### config.mk
export PLATFORM = sky130hd
export DESIGN_NAME = decode_stage_flat
export DESIGN_NICKNAME = d
export VERILOG_FILES = /design/src/rtl/decode_stage_if.sv /design/src/rtl/decode_stage.sv /design/src/flat_wrapper.sv
export SDC_FILE = /design/constraint.sdc
export NUM_CORES = 1
export LEC_CHECK = 0
export CAP_MARGIN = 20
export CORE_ASPECT_RATIO = 0.75
export CORE_UTILIZATION = 44
export DETAILED_ROUTE_END_ITERATION = 12
export PLACE_DENSITY = 0.89
export SLEW_MARGIN = 5
export SYNTH_ARGS = -nofsm -noshare
export SYNTH_HDL_FRONTEND = slang
export SYNTH_SLANG_ARGS = --single-unit
### constraint.sdc
create_clock -name clk_i -period 5.1 [get_ports clk_i]
set_clock_uncertainty 0.15 [all_clocks]
set_input_delay 1.53 -clock clk_i [delete_from_list [all_inputs] [get_ports clk_i]]
set_output_delay 1.53 -clock clk_i [all_outputs]
set_load 0.005 [all_outputs]
### src/rtl/decode_stage_if.sv
// Handshake and decoded-bundle bus of the decode stage.
// The master side is the fetch/execute environment around the stage; the
// slave side is the decode stage itself. Signal names keep the direction
// affixes as seen from the decode stage.
interface decode_stage_if #(
    parameter int XLEN  = 32,
    parameter int CNT_W = 8
);
    // Upstream (fetch) side
    logic             flush_i;
    logic             in_valid_i;
    logic             in_ready_o;
    logic [31:0]      instr_i;
    logic [XLEN-1:0]  pc_i;

    // Downstream (execute) side
    logic             out_valid_o;
    logic             out_ready_i;
    logic [XLEN-1:0]  pc_o;
    logic [4:0]       rd_o;
    logic [4:0]       rs1_o;
    logic [4:0]       rs2_o;
    logic [2:0]       funct3_o;
    logic             funct7b5_o;
    logic [XLEN-1:0]  imm_o;
    logic             regwrite_o;
    logic             memread_o;
    logic             memwrite_o;
    logic             memtoreg_o;
    logic             alusrc_o;
    logic             branch_o;
    logic             jump_o;
    logic             ctrl_r_o;
    logic [2:0]       aluop_o;
    logic             jalr_o;
    logic             lui_o;
    logic             auipc_o;
    logic             illegal_o;
    logic [CNT_W-1:0] illegal_cnt_o;

    modport master (
        output flush_i, in_valid_i, instr_i, pc_i, out_ready_i,
        input  in_ready_o, out_valid_o, pc_o, rd_o, rs1_o, rs2_o, funct3_o,
               funct7b5_o, imm_o, regwrite_o, memread_o, memwrite_o,
               memtoreg_o, alusrc_o, branch_o, jump_o, ctrl_r_o, aluop_o,
               jalr_o, lui_o, auipc_o, illegal_o, illegal_cnt_o
    );

    modport slave (
        input  flush_i, in_valid_i, instr_i, pc_i, out_ready_i,
        output in_ready_o, out_valid_o, pc_o, rd_o, rs1_o, rs2_o, funct3_o,
               funct7b5_o, imm_o, regwrite_o, memread_o, memwrite_o,
               memtoreg_o, alusrc_o, branch_o, jump_o, ctrl_r_o, aluop_o,
               jalr_o, lui_o, auipc_o, illegal_o, illegal_cnt_o
    );
endinterface

### src/rtl/decode_stage.sv
// Registered RV32I decode stage: one instruction per cycle behind a
// valid/ready handshake, decoded into registered control, register indices
// and a sign-extended immediate. Unknown encodings are passed downstream
// flagged as illegal and counted in a saturating counter.
module decode_stage #(
    parameter int XLEN  = 32,
    parameter int CNT_W = 8
) (
    input  logic          clk_i,
    input  logic          rst_i,
    decode_stage_if.slave bus
);
    localparam logic [6:0] OP_R     = 7'b0110011;
    localparam logic [6:0] OP_I     = 7'b0010011;
    localparam logic [6:0] OP_S     = 7'b0100011;
    localparam logic [6:0] OP_L     = 7'b0000011;
    localparam logic [6:0] OP_JAL   = 7'b1101111;
    localparam logic [6:0] OP_JALR  = 7'b1100111;
    localparam logic [6:0] OP_B     = 7'b1100011;
    localparam logic [6:0] OP_LUI   = 7'b0110111;
    localparam logic [6:0] OP_AUIPC = 7'b0010111;

    localparam logic [CNT_W-1:0] CNT_MAX = {CNT_W{1'b1}};

    typedef enum logic {
        ST_EMPTY = 1'b0,
        ST_FULL  = 1'b1
    } state_t;

    // Saturating increment of the illegal-instruction counter.
    function automatic logic [CNT_W-1:0] sat_inc(input logic [CNT_W-1:0] v);
        logic [CNT_W-1:0] r;
        if (v == CNT_MAX) begin
            r = v;
        end else begin
            r = v + {{(CNT_W-1){1'b0}}, 1'b1};
        end
        return r;
    endfunction

    // Combinational decode of the presented instruction
    logic [6:0]      opcode_s;
    logic            regwrite_s, memread_s, memwrite_s, memtoreg_s;
    logic            alusrc_s, branch_s, jump_s, ctrl_r_s;
    logic [2:0]      aluop_s;
    logic            jalr_s, lui_s, auipc_s, illegal_s;
    logic [31:0]     imm32_s;
    logic [XLEN-1:0] imm_s;
    logic            accept_s;
    logic            in_ready_s;

    // Registered state and bundle
    state_t           state_r;
    logic [XLEN-1:0]  pc_r;
    logic [4:0]       rd_r, rs1_r, rs2_r;
    logic [2:0]       funct3_r;
    logic             funct7b5_r;
    logic [XLEN-1:0]  imm_r;
    logic             regwrite_r, memread_r, memwrite_r, memtoreg_r;
    logic             alusrc_r, branch_r, jump_r, ctrl_r_r;
    logic [2:0]       aluop_r;
    logic             jalr_r, lui_r, auipc_r, illegal_r;
    logic [CNT_W-1:0] illegal_cnt_r;

    assign opcode_s = bus.instr_i[6:0];

    // Main decoder: control class and immediate format per opcode. Every
    // legal opcode ends in 2'b11, so a non-11 low pair falls into default.
    always_comb begin
        regwrite_s = 1'b0;
        memread_s  = 1'b0;
        memwrite_s = 1'b0;
        memtoreg_s = 1'b0;
        alusrc_s   = 1'b0;
        branch_s   = 1'b0;
        jump_s     = 1'b0;
        ctrl_r_s   = 1'b0;
        aluop_s    = 3'b000;
        jalr_s     = 1'b0;
        lui_s      = 1'b0;
        auipc_s    = 1'b0;
        illegal_s  = 1'b0;
        imm32_s    = 32'h0000_0000;
        case (opcode_s)
            OP_R: begin
                regwrite_s = 1'b1;
                ctrl_r_s   = 1'b1;
                aluop_s    = 3'b001;
            end
            OP_I: begin
                regwrite_s = 1'b1;
                alusrc_s   = 1'b1;
                aluop_s    = 3'b010;
                imm32_s    = {{20{bus.instr_i[31]}}, bus.instr_i[31:20]};
            end
            OP_S: begin
                memwrite_s = 1'b1;
                alusrc_s   = 1'b1;
                aluop_s    = 3'b011;
                imm32_s    = {{20{bus.instr_i[31]}}, bus.instr_i[31:25], bus.instr_i[11:7]};
            end
            OP_L: begin
                regwrite_s = 1'b1;
                memread_s  = 1'b1;
                memtoreg_s = 1'b1;
                alusrc_s   = 1'b1;
                aluop_s    = 3'b100;
                imm32_s    = {{20{bus.instr_i[31]}}, bus.instr_i[31:20]};
            end
            OP_JAL: begin
                regwrite_s = 1'b1;
                jump_s     = 1'b1;
                aluop_s    = 3'b101;
                imm32_s    = {{11{bus.instr_i[31]}}, bus.instr_i[31], bus.instr_i[19:12],
                              bus.instr_i[20], bus.instr_i[30:21], 1'b0};
            end
            OP_JALR: begin
                regwrite_s = 1'b1;
                alusrc_s   = 1'b1;
                jump_s     = 1'b1;
                jalr_s     = 1'b1;
                aluop_s    = 3'b101;
                imm32_s    = {{20{bus.instr_i[31]}}, bus.instr_i[31:20]};
            end
            OP_B: begin
                branch_s   = 1'b1;
                aluop_s    = 3'b110;
                imm32_s    = {{19{bus.instr_i[31]}}, bus.instr_i[31], bus.instr_i[7],
                              bus.instr_i[30:25], bus.instr_i[11:8], 1'b0};
            end
            OP_LUI: begin
                regwrite_s = 1'b1;
                alusrc_s   = 1'b1;
                lui_s      = 1'b1;
                aluop_s    = 3'b111;
                imm32_s    = {bus.instr_i[31:12], 12'h000};
            end
            OP_AUIPC: begin
                regwrite_s = 1'b1;
                alusrc_s   = 1'b1;
                auipc_s    = 1'b1;
                aluop_s    = 3'b111;
                imm32_s    = {bus.instr_i[31:12], 12'h000};
            end
            default: begin
                illegal_s  = 1'b1;
            end
        endcase
    end

    // Widen the 32-bit immediate to XLEN by sign extension
    assign imm_s = XLEN'($signed(imm32_s));

    assign in_ready_s = (state_r == ST_EMPTY) || bus.out_ready_i;
    assign accept_s   = bus.in_valid_i && in_ready_s && !bus.flush_i;

    // Stage FSM and bundle registers: flush beats accept beats drain/hold
    always_ff @(posedge clk_i or posedge rst_i) begin
        if (rst_i) begin
            state_r       <= ST_EMPTY;
            pc_r          <= {XLEN{1'b0}};
            rd_r          <= 5'd0;
            rs1_r         <= 5'd0;
            rs2_r         <= 5'd0;
            funct3_r      <= 3'd0;
            funct7b5_r    <= 1'b0;
            imm_r         <= {XLEN{1'b0}};
            regwrite_r    <= 1'b0;
            memread_r     <= 1'b0;
            memwrite_r    <= 1'b0;
            memtoreg_r    <= 1'b0;
            alusrc_r      <= 1'b0;
            branch_r      <= 1'b0;
            jump_r        <= 1'b0;
            ctrl_r_r      <= 1'b0;
            aluop_r       <= 3'd0;
            jalr_r        <= 1'b0;
            lui_r         <= 1'b0;
            auipc_r       <= 1'b0;
            illegal_r     <= 1'b0;
            illegal_cnt_r <= {CNT_W{1'b0}};
        end else if (bus.flush_i) begin
            state_r <= ST_EMPTY;
        end else if (accept_s) begin
            state_r    <= ST_FULL;
            pc_r       <= bus.pc_i;
            rd_r       <= bus.instr_i[11:7];
            rs1_r      <= bus.instr_i[19:15];
            rs2_r      <= bus.instr_i[24:20];
            funct3_r   <= bus.instr_i[14:12];
            funct7b5_r <= bus.instr_i[30];
            imm_r      <= imm_s;
            regwrite_r <= regwrite_s;
            memread_r  <= memread_s;
            memwrite_r <= memwrite_s;
            memtoreg_r <= memtoreg_s;
            alusrc_r   <= alusrc_s;
            branch_r   <= branch_s;
            jump_r     <= jump_s;
            ctrl_r_r   <= ctrl_r_s;
            aluop_r    <= aluop_s;
            jalr_r     <= jalr_s;
            lui_r      <= lui_s;
            auipc_r    <= auipc_s;
            illegal_r  <= illegal_s;
            if (illegal_s) begin
                illegal_cnt_r <= sat_inc(illegal_cnt_r);
            end else begin
                illegal_cnt_r <= illegal_cnt_r;
            end
        end else begin
            case (state_r)
                ST_FULL: begin
                    if (bus.out_ready_i) begin
                        state_r <= ST_EMPTY;
                    end else begin
                        state_r <= ST_FULL;
                    end
                end
                default: begin
                    state_r <= ST_EMPTY;
                end
            endcase
        end
    end

    assign bus.in_ready_o    = in_ready_s;
    assign bus.out_valid_o   = (state_r == ST_FULL);
    assign bus.pc_o          = pc_r;
    assign bus.rd_o          = rd_r;
    assign bus.rs1_o         = rs1_r;
    assign bus.rs2_o         = rs2_r;
    assign bus.funct3_o      = funct3_r;
    assign bus.funct7b5_o    = funct7b5_r;
    assign bus.imm_o         = imm_r;
    assign bus.regwrite_o    = regwrite_r;
    assign bus.memread_o     = memread_r;
    assign bus.memwrite_o    = memwrite_r;
    assign bus.memtoreg_o    = memtoreg_r;
    assign bus.alusrc_o      = alusrc_r;
    assign bus.branch_o      = branch_r;
    assign bus.jump_o        = jump_r;
    assign bus.ctrl_r_o      = ctrl_r_r;
    assign bus.aluop_o       = aluop_r;
    assign bus.jalr_o        = jalr_r;
    assign bus.lui_o         = lui_r;
    assign bus.auipc_o       = auipc_r;
    assign bus.illegal_o     = illegal_r;
    assign bus.illegal_cnt_o = illegal_cnt_r;
endmodule

### src/flat_wrapper.sv
// flat-port wrapper written by rule: the top's interface ports become plain ports
module decode_stage_flat 
#(
    parameter int XLEN  = 32,
    parameter int CNT_W = 8
)
  (clk_i, rst_i, bus_flush_i, bus_in_valid_i, bus_instr_i, bus_pc_i, bus_out_ready_i, bus_in_ready_o, bus_out_valid_o, bus_pc_o, bus_rd_o, bus_rs1_o, bus_rs2_o, bus_funct3_o, bus_funct7b5_o, bus_imm_o, bus_regwrite_o, bus_memread_o, bus_memwrite_o, bus_memtoreg_o, bus_alusrc_o, bus_branch_o, bus_jump_o, bus_ctrl_r_o, bus_aluop_o, bus_jalr_o, bus_lui_o, bus_auipc_o, bus_illegal_o, bus_illegal_cnt_o);
  decode_stage_if #(.XLEN(XLEN), .CNT_W(CNT_W)) bus_i ();
  input  logic clk_i;
  input  logic rst_i;
  input wire logic [$bits(bus_i.flush_i)-1:0] bus_flush_i;
  input wire logic [$bits(bus_i.in_valid_i)-1:0] bus_in_valid_i;
  input wire logic [$bits(bus_i.instr_i)-1:0] bus_instr_i;
  input wire logic [$bits(bus_i.pc_i)-1:0] bus_pc_i;
  input wire logic [$bits(bus_i.out_ready_i)-1:0] bus_out_ready_i;
  output wire logic [$bits(bus_i.in_ready_o)-1:0] bus_in_ready_o;
  output wire logic [$bits(bus_i.out_valid_o)-1:0] bus_out_valid_o;
  output wire logic [$bits(bus_i.pc_o)-1:0] bus_pc_o;
  output wire logic [$bits(bus_i.rd_o)-1:0] bus_rd_o;
  output wire logic [$bits(bus_i.rs1_o)-1:0] bus_rs1_o;
  output wire logic [$bits(bus_i.rs2_o)-1:0] bus_rs2_o;
  output wire logic [$bits(bus_i.funct3_o)-1:0] bus_funct3_o;
  output wire logic [$bits(bus_i.funct7b5_o)-1:0] bus_funct7b5_o;
  output wire logic [$bits(bus_i.imm_o)-1:0] bus_imm_o;
  output wire logic [$bits(bus_i.regwrite_o)-1:0] bus_regwrite_o;
  output wire logic [$bits(bus_i.memread_o)-1:0] bus_memread_o;
  output wire logic [$bits(bus_i.memwrite_o)-1:0] bus_memwrite_o;
  output wire logic [$bits(bus_i.memtoreg_o)-1:0] bus_memtoreg_o;
  output wire logic [$bits(bus_i.alusrc_o)-1:0] bus_alusrc_o;
  output wire logic [$bits(bus_i.branch_o)-1:0] bus_branch_o;
  output wire logic [$bits(bus_i.jump_o)-1:0] bus_jump_o;
  output wire logic [$bits(bus_i.ctrl_r_o)-1:0] bus_ctrl_r_o;
  output wire logic [$bits(bus_i.aluop_o)-1:0] bus_aluop_o;
  output wire logic [$bits(bus_i.jalr_o)-1:0] bus_jalr_o;
  output wire logic [$bits(bus_i.lui_o)-1:0] bus_lui_o;
  output wire logic [$bits(bus_i.auipc_o)-1:0] bus_auipc_o;
  output wire logic [$bits(bus_i.illegal_o)-1:0] bus_illegal_o;
  output wire logic [$bits(bus_i.illegal_cnt_o)-1:0] bus_illegal_cnt_o;
  assign bus_i.flush_i = bus_flush_i;
  assign bus_i.in_valid_i = bus_in_valid_i;
  assign bus_i.instr_i = bus_instr_i;
  assign bus_i.pc_i = bus_pc_i;
  assign bus_i.out_ready_i = bus_out_ready_i;
  assign bus_in_ready_o = bus_i.in_ready_o;
  assign bus_out_valid_o = bus_i.out_valid_o;
  assign bus_pc_o = bus_i.pc_o;
  assign bus_rd_o = bus_i.rd_o;
  assign bus_rs1_o = bus_i.rs1_o;
  assign bus_rs2_o = bus_i.rs2_o;
  assign bus_funct3_o = bus_i.funct3_o;
  assign bus_funct7b5_o = bus_i.funct7b5_o;
  assign bus_imm_o = bus_i.imm_o;
  assign bus_regwrite_o = bus_i.regwrite_o;
  assign bus_memread_o = bus_i.memread_o;
  assign bus_memwrite_o = bus_i.memwrite_o;
  assign bus_memtoreg_o = bus_i.memtoreg_o;
  assign bus_alusrc_o = bus_i.alusrc_o;
  assign bus_branch_o = bus_i.branch_o;
  assign bus_jump_o = bus_i.jump_o;
  assign bus_ctrl_r_o = bus_i.ctrl_r_o;
  assign bus_aluop_o = bus_i.aluop_o;
  assign bus_jalr_o = bus_i.jalr_o;
  assign bus_lui_o = bus_i.lui_o;
  assign bus_auipc_o = bus_i.auipc_o;
  assign bus_illegal_o = bus_i.illegal_o;
  assign bus_illegal_cnt_o = bus_i.illegal_cnt_o;
  decode_stage #(.XLEN(XLEN), .CNT_W(CNT_W)) u_core (.clk_i(clk_i), .rst_i(rst_i), .bus(bus_i));
endmodule
==> flow_results.org <==
** Route
- For this block, the via count after detailed routing is 4112.
- Total wire length after detailed routing :: 12540 um
- Once detail routing completed, the nets flagged for antenna violations numbered 0.
- Before antenna repair, the detailed router went through 5 iterations.
- In this run, the number of DRC markers left after iteration 0 of detailed routing was 247.
- DRC violations left :: 0
- Dividing the detail-routed via count by the number of cells gives 5.192.
- DR WL/cell :: 15.83 um

** Clocking
- Total clock buffers created by CTS :: 9
- Hold repair after CTS inserted 0 buffers.
- Once the clock tree was built, the setup fixing pass inserted 0 buffers.
- Clock-pin slew was measured on the worst setup and hold paths at 0.07 ns.
- The clock passes through at most 2 buffers.
- At the later pin of the worst-skew pair, clock insertion delay measures 0.35 ns.
- Cell chosen for the clock root :: sky130_fd_sc_hd__clkbuf_16
- Level count of the clock H-tree :: 3
- Number of gates resized after CTS :: 0
- Total number of clock tree sinks :: 106
- Clock tree from TritonCTS :: built

** Yosys
- Register area share after synthesis :: 0.5920
- Yosys cell types :: 40
- Post-Synthesis Cells :: 490
- Counting flops with an async set or reset pin after synthesis yields a share of 1.000.
- Of all cell types, the one taking the most synthesized area is sky130_fd_sc_hd__dfrtp_1.
- The synthesized design contains 0 enable-type register cells.
- Register bit count reported by yosys :: 106
- Ranking of synthesized cells by instance count :: sky130_fd_sc_hd__nand2_1, sky130_fd_sc_hd__dfrtp_1, sky130_fd_sc_hd__nor2_1, sky130_fd_sc_hd__a21oi_1, sky130_fd_sc_hd__clkbuf_1
- Cell Area, Synth :: 0.004481 mm^2
- sky130_fd_sc_hd__nand2_1 is the most common cell in the netlist.
- Averaged over all synthesized cells, the footprint is 9.144 um^2.
- In the synthesized netlist the dominant register cell turns out to be sky130_fd_sc_hd__dfrtp_1.
- Of the post-synthesis cell area, the dominant cell type holds 0.5920.
- The number of nets handed over by synthesis was 560.
- Biggest area contributors in the synthesized netlist :: sky130_fd_sc_hd__dfrtp_1, sky130_fd_sc_hd__nand2_1, sky130_fd_sc_hd__a21oi_1
- During synthesis, Yosys emitted a total of 0 warnings.

** Die
- The die covers 0.01059 mm^2.
- For this design the top-level I/O count stands at 177.
- The initialized floorplan defines 31 standard-cell rows.
- For this configuration, the core starts out at a cell density of 0.4584.
- In this run the standard cell core region covers 0.009774 mm^2.
- Die Width :: 118.5 um
- The floorplan step set the die height to 89.39 um.

** Timing
- Count of final setup violators :: 0
- Final total negative setup slack :: 0 ns
- Dividing the final minimum period by the clock period gives 0.8628.
- The max-slew violation count is 0.
- Worst-case headroom to the max-slew limit :: 0.3301
- The count of endpoints failing hold in the final timing report came to 0.
- Clock period minus worst slack :: 4.400 ns
- F_max :: 227.3 MHz
- Minimum setup slack in the final design :: 0.6997 ns
- Setup repair after global routing left no endpoint under its margin.
- Worst slew pin tran :: 0.9972 ns

** Worst setup path
- For the worst setup path, the data arrival time is 2.72 ns.
- The worst setup path is captured at an output pin.
- The setup path with the least slack is of type input port to output pin.
- Of all nets on the critical path, the largest fanout is 3.
- STA puts the critical path data required time at 3.42 ns.
- STA classifies the critical path startpoint as an input port.

** Placed design
- After legalization and detailed placement, the total HPWL measured 8810 um.
- Prior to clock tree synthesis, the placed netlist has a worst setup slack of 0.7056 ns.
- RD Place Congestion :: 0.7892
- During placement, the flow inserted port buffers numbering 176.
- Cell area after placement :: 0.006319 mm^2

** Global route
- The via count of the first global-routing pass is 4080.
- In the global route stage, overall resource usage came out at 0.2445.
- First-pass GRT wire length :: 20060 um
- Entering global routing, the biggest net connects 89 pins.
- Global routing finished with a remaining overflow of 0.
- The number of antenna violations at the first check in global routing is 0.

** Final layout
- Diode insertion count for antenna repair :: 0
- Compared with the post-synthesis result, the final layout area differs by 49.93%.
- # nets final :: 725
- Fill cells in the final layout number 767.
- Summed area of non-filler cells in the final layout :: 0.006718 mm^2
- Of the cells placed in the final design, the portion with a size suffix greater than 1 is 0.04545.

** Power and ir drop
- Max rail drop VDD :: 255.1 uV
- For this design the static power due to leakage is 3.043 nW.
- Power density cells :: 349.5 mW/mm^2

** Run status
- The run finished with clean final reports.

** Flow run
- Number of max-cap violations :: 0

** Worst hold path
- The path class of the tightest hold or removal check is flip-flop to flip-flop.
==> worst max-delay path, cell delays in order <==
cell	delay (ns)
sky130_fd_sc_hd__clkdlybuf4s50_1	0.40
sky130_fd_sc_hd__nor2b_1	0.22
sky130_fd_sc_hd__inv_1	0.09
sky130_fd_sc_hd__clkdlybuf4s50_1	0.47
==> state kept, by name, summed over array words and instances (netlist names), 3 cells and up <==
| register | flops |
|---|---|
| u_core.bus.funct3_o | 3 |
| u_core.bus.pc_o | 32 |
| u_core.bus.rd_o | 5 |
| u_core.bus.illegal_cnt_o | 8 |
| u_core.bus.rs1_o | 5 |
| u_core.bus.imm_o | 32 |
| u_core.bus.aluop_o | 3 |
| u_core.bus.rs2_o | 5 |
==> power breakdown <==
group / switching, W / internal [W] / total, W
sequential: 0.0000771 / 0.000942 / 0.00102
combinational: 0.000195 / 0.000281 / 0.000476
clock: 0.000319 / 0.000534 / 0.000853
total: 0.000591 / 0.00176 / 0.00235
==> layout by cell type, fill, tap and decap left out, types with 4 or more instances in the layout <==
master,n
sky130_fd_sc_hd__a21oi_1,23
sky130_fd_sc_hd__a22o_1,12
sky130_fd_sc_hd__a22oi_1,5
sky130_fd_sc_hd__buf_4,5
sky130_fd_sc_hd__bufinv_16,4
sky130_fd_sc_hd__clkbuf_16,9
sky130_fd_sc_hd__clkdlybuf4s50_1,176
sky130_fd_sc_hd__dfrtp_1,106
sky130_fd_sc_hd__inv_1,6
sky130_fd_sc_hd__nand2_1,203
sky130_fd_sc_hd__nand3_1,10
sky130_fd_sc_hd__nor2_1,26
sky130_fd_sc_hd__nor3_1,6
sky130_fd_sc_hd__o21ai_0,21
sky130_fd_sc_hd__o31ai_1,4
sky130_fd_sc_hd__xor2_1,5
==> metal layers <==
| metal | up-vias | GRT usage | part of all wire |
|---|---|---|---|
| met1 | 1971 | 0.3026 | 0.40 |
| met2 | 202 | 0.4157 | 0.50 |
| li1 | 1924 | - | - |
| met5 | - | 0 | 0 |
| met3 | 15 | 0.08673 | 0.094 |
| met4 | 0 | 0.05984 | 0.0098 |
==> area by class of cell <==
| class | count | area [um^2] | area share |
|---|---|---|---|
| flip-flops and latches | 106 | 2653 | 0.3949 |
| clock buffers | 9 | 225.2 | 0.03353 |
| repair buffers | 182 | 1827 | 0.2719 |
| inverters | 7 | 28.78 | 0.004284 |
| multi-input cells | 349 | 1673 | 0.2490 |
| well taps | 132 | 165.2 | 0.02459 |
| clock inverters | 7 | 146.4 | 0.02179 |
==> cells by family after synthesis <==
family	synth area share
and+or+nand+nor	0.2469
buffers and inverters	0.03575
AOI/OAI and AO/OA	0.1064
adders and majority gates	0.002792
muxes	0.002513
xor gates and xnor gates	0.01368
DFF	0.5920
==> worst paths after layout <==
check / slack, ns / depth (start not counted) / endpoint / startpoint
max: 0.70 / 4 / bus_in_ready_o / bus_out_ready_i
min: 0.33 / 2 / u_core.bus.pc_o[17] / u_core.bus.pc_o[17]
max reg2reg: 2.76 / 6 / u_core.bus.imm_o[22] / u_core.bus.out_valid_o
min reg2reg: 0.33 / 2 / u_core.bus.pc_o[17] / u_core.bus.pc_o[17]
max in group asynchronous: 2.48 / 4 / u_core.bus.pc_o[1] / rst_i
min in group asynchronous: 1.39 / 2 / u_core.bus.pc_o[21] / rst_i
==> stage by stage <==
stage | util | instances | total power (W) | hold slack [ns]
2_1_floorplan | - | 490 | 0.001191 | 0.3128
6_report | 0.6873 | 792 | 0.002348 | 0.3268
3_5_place_dp | 0.6464 | 775 | 0.001510 | 0.3117
3_3_place_gp | 0.6464 | 775 | 0.001488 | 0.3065
4_1_cts | 0.6845 | 791 | 0.002365 | 0.3290
5_1_grt | 0.6873 | 792 | 0.002453 | 0.3563
Note: power is estimated with default switching activity, not from simulation.
==> edit 1 (same settings) <==
`XLEN` is set to 32 in 3 places; all go to 16. Comments in the files are not updated.
--- a/src/rtl/decode_stage_if.sv
+++ b/src/rtl/decode_stage_if.sv
@@ -3,7 +3,7 @@
 // slave side is the decode stage itself. Signal names keep the direction
 // affixes as seen from the decode stage.
 interface decode_stage_if #(
-    parameter int XLEN  = 32,
+    parameter int XLEN  = 16,
     parameter int CNT_W = 8
 );
     // Upstream (fetch) side
--- a/src/rtl/decode_stage.sv
+++ b/src/rtl/decode_stage.sv
@@ -3,7 +3,7 @@
 // and a sign-extended immediate. Unknown encodings are passed downstream
 // flagged as illegal and counted in a saturating counter.
 module decode_stage #(
-    parameter int XLEN  = 32,
+    parameter int XLEN  = 16,
     parameter int CNT_W = 8
 ) (
     input  logic          clk_i,
--- a/src/flat_wrapper.sv
+++ b/src/flat_wrapper.sv
@@ -1,7 +1,7 @@
 // flat-port wrapper written by rule: the top's interface ports become plain ports
 module decode_stage_flat 
 #(
-    parameter int XLEN  = 32,
+    parameter int XLEN  = 16,
     parameter int CNT_W = 8
 )
   (clk_i, rst_i, bus_flush_i, bus_in_valid_i, bus_instr_i, bus_pc_i, bus_out_ready_i, bus_in_ready_o, bus_out_valid_o, bus_pc_o, bus_rd_o, bus_rs1_o, bus_rs2_o, bus_funct3_o, bus_funct7b5_o, bus_imm_o, bus_regwrite_o, bus_memread_o, bus_memwrite_o, bus_memtoreg_o, bus_alusrc_o, bus_branch_o, bus_jump_o, bus_ctrl_r_o, bus_aluop_o, bus_jalr_o, bus_lui_o, bus_auipc_o, bus_illegal_o, bus_illegal_cnt_o);
Ports: changed (resized bus_imm_o, bus_pc_i and bus_pc_o); port bits go from 177 to 129. No check against the original RTL was run, so the function may have changed too.
==> edit 1 against the original RTL <==
  * Synthesized area down 28%
  * Routed wire length down 31%
  * Largest cell class unchanged
  * Cell count is 30% lower
  * Register-to-register slack improved by 0.24 ns
  * Total power is 31% lower
  * Final area is 29% lower
  * Via count down 31%
  * Sequential cell count decreased by 32
  * First-iteration DRC count shrank 35%
  * Critical endpoint unchanged
  * Worst setup slack worse by 0.018 ns
==> edit 1: results (changes against the original RTL) <==
route:
  via_count: 2835  # was 4112
  firstDrtPassIters: 5  # unchanged
  route.top_layer_used: "met4"  # unchanged
  first_iter_violations: 160  # was 247
  routedWlPerCell_um: 15.6  # was 15.8 µm
  wl_met2_um: 4030  # was 6210 µm
  wl_met3_um: 706  # was 1180 µm
  wirelength_met1_um: 3720  # was 5020 µm
clock_network:
  clk_pin_slew_ns: 0.08
  cts_max_level: 3  # unchanged
  numCtsBuffers: 9  # unchanged
  clock_latency_ns: 0.35  # about the same
  clk_path_buf_depth: 2  # unchanged
  post-cts-setup-buffers: 0  # unchanged
  cts_resized: 0  # unchanged
  cts_root_buf: "clkbuf_8"  # was clkbuf_16
synthesis:
  synth_compound_area_share_pct: 10.8  # was 10.6%
  ys.warnings.count: 0  # unchanged
  synth-main-ff-cell: "dfrtp_1"  # unchanged
  ys_top_cells_by_count: "nand2_1, dfrtp_1, nor2_1"  # unchanged
  syn_nets: 385  # was 560
  async_reset_ff_share_pct: 100  # unchanged
  seq_area_frac_synth_pct: 57.3  # was 59.2%
  synthMuxAreaShare_pct: 0.930  # was 0.251%
  synth_fa_ha_area_share_pct: 0.387  # was 0.279%
  synth_xor_area_share_pct: 1.90  # was 1.37%
  ys_types: 54  # was 40
  synth.area.top_cells: "dfrtp_1, nand2_1, nor2_1"  # was dfrtp_1, nand2_1, a21oi_1
finish:
  antennaDiodeCount: 0  # unchanged
  drive_gt1_share_pct: 7.89  # was 4.55%
  final_nets: 505  # was 725
worst_setup_path:
  critPathMaxFanout: 3  # unchanged
  ff2ff_path_depth: 6  # unchanged
  cp.arrival_ns: 2.74  # was 2.72 ns
global_routing:
  grtUsageTotal_pct: 24.3  # was 24.4%
  first_global_vias: 2880  # was 4080
  grt_max_degree: 69  # was 89
  grt_first_pass_wirelength_um: 14300  # was 20100 µm
  antenna_found_initial: 0  # unchanged
outcome:
  outcome: "complete, no violations"  # unchanged
sta:
  worst_slew_pin_slew_ns: 0.685  # was 0.997 ns
worst_hold_path:
  worstHoldPathType: "reg -> reg"  # unchanged
  worstHoldPathCells: 2  # unchanged
placement:
  place.gp.congestion: 0.827  # was 0.789
  dp_hpwl_um: 6020  # was 8810 µm
  io_buffers: 128  # was 176
power_and_ir_drop:
  max-vdd-ir-drop_uv: 162  # was 255 µV
  leakagePower_uw: 0.00215  # was 0.00304 µW
  p_int_uw: 1150  # was 1760 µW
==> edit 1: cell types whose count changed after synthesis, sizes merged, moves of 5 or more <==
cell / delta
a21oi: -18
a221oi: +8
a22o: -6
a22oi: -5
clkbuf: -8
dfrtp: -32
nand2: -76
nand3: -7
o21ai: -13
==> edit 1: metal layers <==
| layer | vias up | GRT usage, % |
|---|---|---|
| met2 | 120 | 38.5 |
| met5 | - | 0 |
| met1 | 1360 | 30.8 |
| met3 | 15 | 7.89 |
| met4 | 0 | 9.42 |
| li1 | 1340 | - |
==> edit 1: cell families after synthesis <==
| logic type | count (synthesis) |
|---|---|
| and+or+nand+nor | 177 |
| buffers and inverters | 26 |
| DFF | 74 |
| AOI/OAI and AO/OA | 44 |
| xor gates and xnor gates | 7 |
| muxes | 2 |
| adders and majority gates | 1 |
==> edit 1: layout make-up <==
cell class	instances	area, µm²
Timing Repair Buffer	132	1320
Clock inverter	6	65.1
Clock buffer	10	138
Tap cell	98	123
Multi-Input combinational cell	231	1250
Inverter	3	12.5
Sequential cell	74	1850
Fill cell	571	2200
==> edit 1: power groups by stage <==
stage                     logic, µW  clock network [µW]  registers [µW]
final                           398                 471             743
after global routing            437                 510             757
after CTS                       399                 483             744
after detailed placement        398                   0             755
after global placement          383                   0             748
after floorplan                 137                   0             750
==> edit 1: final timing paths <==
kind	from	end	slack (ns)
min	u_core.bus.pc_o[5]	u_core.bus.pc_o[5]	0.33
max in group asynchronous	rst_i	u_core.bus.imm_o[11]	2.67
max reg2reg	u_core.bus.out_valid_o	u_core.bus.imm_o[9]	3.00
min reg2reg	u_core.bus.pc_o[5]	u_core.bus.pc_o[5]	0.33
min in group asynchronous	rst_i	u_core.bus.illegal_cnt_o[0]	1.31
max	bus_out_ready_i	bus_in_ready_o	0.68
==> edit 1: worst max-delay path: stages <==
cell,delay [ns]
clkdlybuf4s50_1,0.40
nor2b_1,0.24
inv_1,0.10
clkdlybuf4s50_1,0.47
==> edit 1: through the flow <==
| stage | total power, µW | worst slack [ns] | area, µm² | cells | hold WS (ns) |
|---|---|---|---|---|---|
| 2_1_floorplan | 888 | 1.54 | 3230 | 331 | 0.317 |
| 6_report | 1610 | 0.682 | 4760 | 554 | 0.328 |
| 5_1_grt | 1700 | 0.650 | 4760 | 554 | 0.357 |
| 4_1_cts | 1630 | 0.672 | 4740 | 553 | 0.331 |
| 3_5_place_dp | 1150 | 0.676 | 4540 | 537 | 0.311 |
| 3_3_place_gp | 1130 | 0.761 | 4540 | 537 | 0.306 |
==> edit 2 (config.mk and constraints unchanged) <==
Made on the original files. Make the reset (`rst_i`) synchronous in one clocked block.
--- a/src/rtl/decode_stage.sv
+++ b/src/rtl/decode_stage.sv
@@ -155,7 +155,7 @@
     assign accept_s   = bus.in_valid_i && in_ready_s && !bus.flush_i;
 
     // Stage FSM and bundle registers: flush beats accept beats drain/hold
-    always_ff @(posedge clk_i or posedge rst_i) begin
+    always_ff @(posedge clk_i) begin
         if (rst_i) begin
             state_r       <= ST_EMPTY;
             pc_r          <= {XLEN{1'b0}};
Behaviour: differs if rst_i is asserted again (counterexample within 4 cycles, from zero or initial values and one cycle with rst_i high); with rst_i held inactive, the same outputs for 4 cycles.
==> edit 2 against the original RTL <==
  * Synthesized area is 8.1% lower
  * Synthesized cell count is 5.1% higher
  * Cell count is 1.5% higher
  * Sequential cell count stayed put
  * Final area is 7.1% lower
  * Global-route usage is 1.2 points higher
  * Worst setup slack better by 0.0081 ns
  * Routed wire length is 0.60% higher
  * Critical endpoint unchanged
  * Largest cell class unchanged
  * Highest routed layer unchanged
Power is not compared: it rests on default switching activity, and its combinational part moved more than twofold at a synthesized area within 25%.
==> edit 2: results (changes against the original RTL) <==
placement:
  dp_hpwl_um: 9150  # was 8810 µm
  io_buffers: 176  # unchanged
  place.gp.congestion: 0.908  # was 0.789
global_routing:
  first_global_vias: 4005  # was 4080
  grt_use_met2_pct: 44.4  # was 41.6%
  grtUsageTotal_pct: 25.7  # was 24.4%
  met1_usage_pct: 31.8  # was 30.3%
  antenna_found_initial: 0  # unchanged
  grt_first_pass_wirelength_um: 19700  # was 20100 µm
  grtUsageMet3_pct: 6.93  # was 8.67%
  grt_max_degree: 45  # was 89
synthesis:
  synth.area.top_cells: "dfxtp_1, nand2_1, a21oi_1"  # was dfrtp_1, nand2_1, a21oi_1
  synth-main-ff-cell: "dfxtp_1"  # was dfrtp_1
  async_reset_ff_share_pct: 0  # was 100%
  ys_top_cells_by_count: "nand2_1, dfxtp_1, a21oi_1"  # was nand2_1, dfrtp_1, nor2_1
  ys_types: 46  # was 40
  seq_area_frac_synth_pct: 51.5  # was 59.2%
  ys.warnings.count: 0  # unchanged
  syn_nets: 585  # was 560
route:
  first_iter_violations: 347  # was 247
  routedWlPerCell_um: 15.7  # was 15.8 µm
  viasPerCell: 5.29  # was 5.19
sta:
  worst_slew_pin_slew_ns: 0.973  # was 0.997 ns
finish:
  final_nets: 741  # was 725
  drive_gt1_share_pct: 4.44  # was 4.55%
  antennaDiodeCount: 0  # unchanged
power_and_ir_drop:
  leakagePower_uw: 0.00215
  max-vdd-ir-drop_uv: 189
clock_network:
  clock_latency_ns: 0.33  # was 0.35 ns
  cts_root_buf: "clkbuf_16"  # unchanged
  cts_max_level: 3  # unchanged
  cts_resized: 0  # unchanged
worst_hold_path:
  min_to: "u_core.bus.pc_o[2]"  # was u_core.bus.pc_o[17]
  hp-start: "u_core.bus.pc_o[2]"  # was u_core.bus.pc_o[17]
  worstHoldPathCells: 2  # unchanged
worst_setup_path:
  worstReg2RegEnd: "u_core.bus.imm_o[3]"  # was u_core.bus.imm_o[22]
  r2r_start: "u_core.bus.out_valid_o"  # unchanged
  cp.arrival_ns: 2.71  # was 2.72 ns
  critPathMaxFanout: 3  # unchanged
  reg2reg_slack_ns: 2.89  # was 2.76 ns
  ff2ff_path_depth: 6  # unchanged
die:
  die_w_um: 114  # was 119 µm
outcome:
  outcome: "complete, no violations"  # unchanged
-- edit 2: kinds of logic after synthesis --
kind of cell    Yosys count  synth area share, %
simple gates            229                 24.8
compound gates          135                 18.3
flops                   106                 51.5
buf+inv                  41                 4.25
mux                       2                0.516
xor+xnor                  1                0.213
fa+ha+maj                 1                0.304
-- edit 2: final cells by class --
cell class	instances	area, µm²
clock buffer	11	243
sequential	106	2120
timing repair buffer	184	1820
fill	740	2850
clock inverter	5	62.6
tap	128	160
inverter	2	7.51
multi-input combinational	368	1830
-- edit 2: worst max path at each step --
stage / depth (start not counted) / start / end
4_1_cts: 4 / bus_out_ready_i / bus_in_ready_o
3_5_place_dp: 4 / bus_out_ready_i / bus_in_ready_o
5_1_grt: 4 / bus_out_ready_i / bus_in_ready_o
6_report: 4 / bus_out_ready_i / bus_in_ready_o
2_1_floorplan: 2 / bus_out_ready_i / bus_in_ready_o
3_3_place_gp: 4 / bus_out_ready_i / bus_in_ready_o
-- edit 2: where the power goes --
part	switching, µW	internal (µW)
clock network	307	397
registers	13.3	850
logic	94.9	111
total	415	1360
-- edit 2: stage by stage --
stage               instance area [µm²]  instances  util [%]  setup WS [ns]  hold WS [ns]
global placement                   5930        788      65.3          0.761         0.286
detailed placement                 5930        788      65.3          0.698         0.297
CTS                                6240        804      68.7          0.694         0.306
global route                       6240        804      68.7          0.637         0.321
finish                             6240        804      68.7          0.708         0.304
floorplan                          4120        515         -           1.66         0.298
-- edit 2: worst max-delay path: stages --
cell and delay (ns):
clkdlybuf4s50_1 0.40, nor2b_1 0.24, inv_1 0.09, clkdlybuf4s50_1 0.46
-- edit 2: per-layer routing --
metal | up-vias | share of wire [%]
li1 | 2065 | -
met1 | 1966 | 42
met2 | 210 | 47
met3 | 14 | 9.2
met4 | 0 | 1.1
met5 | - | 0
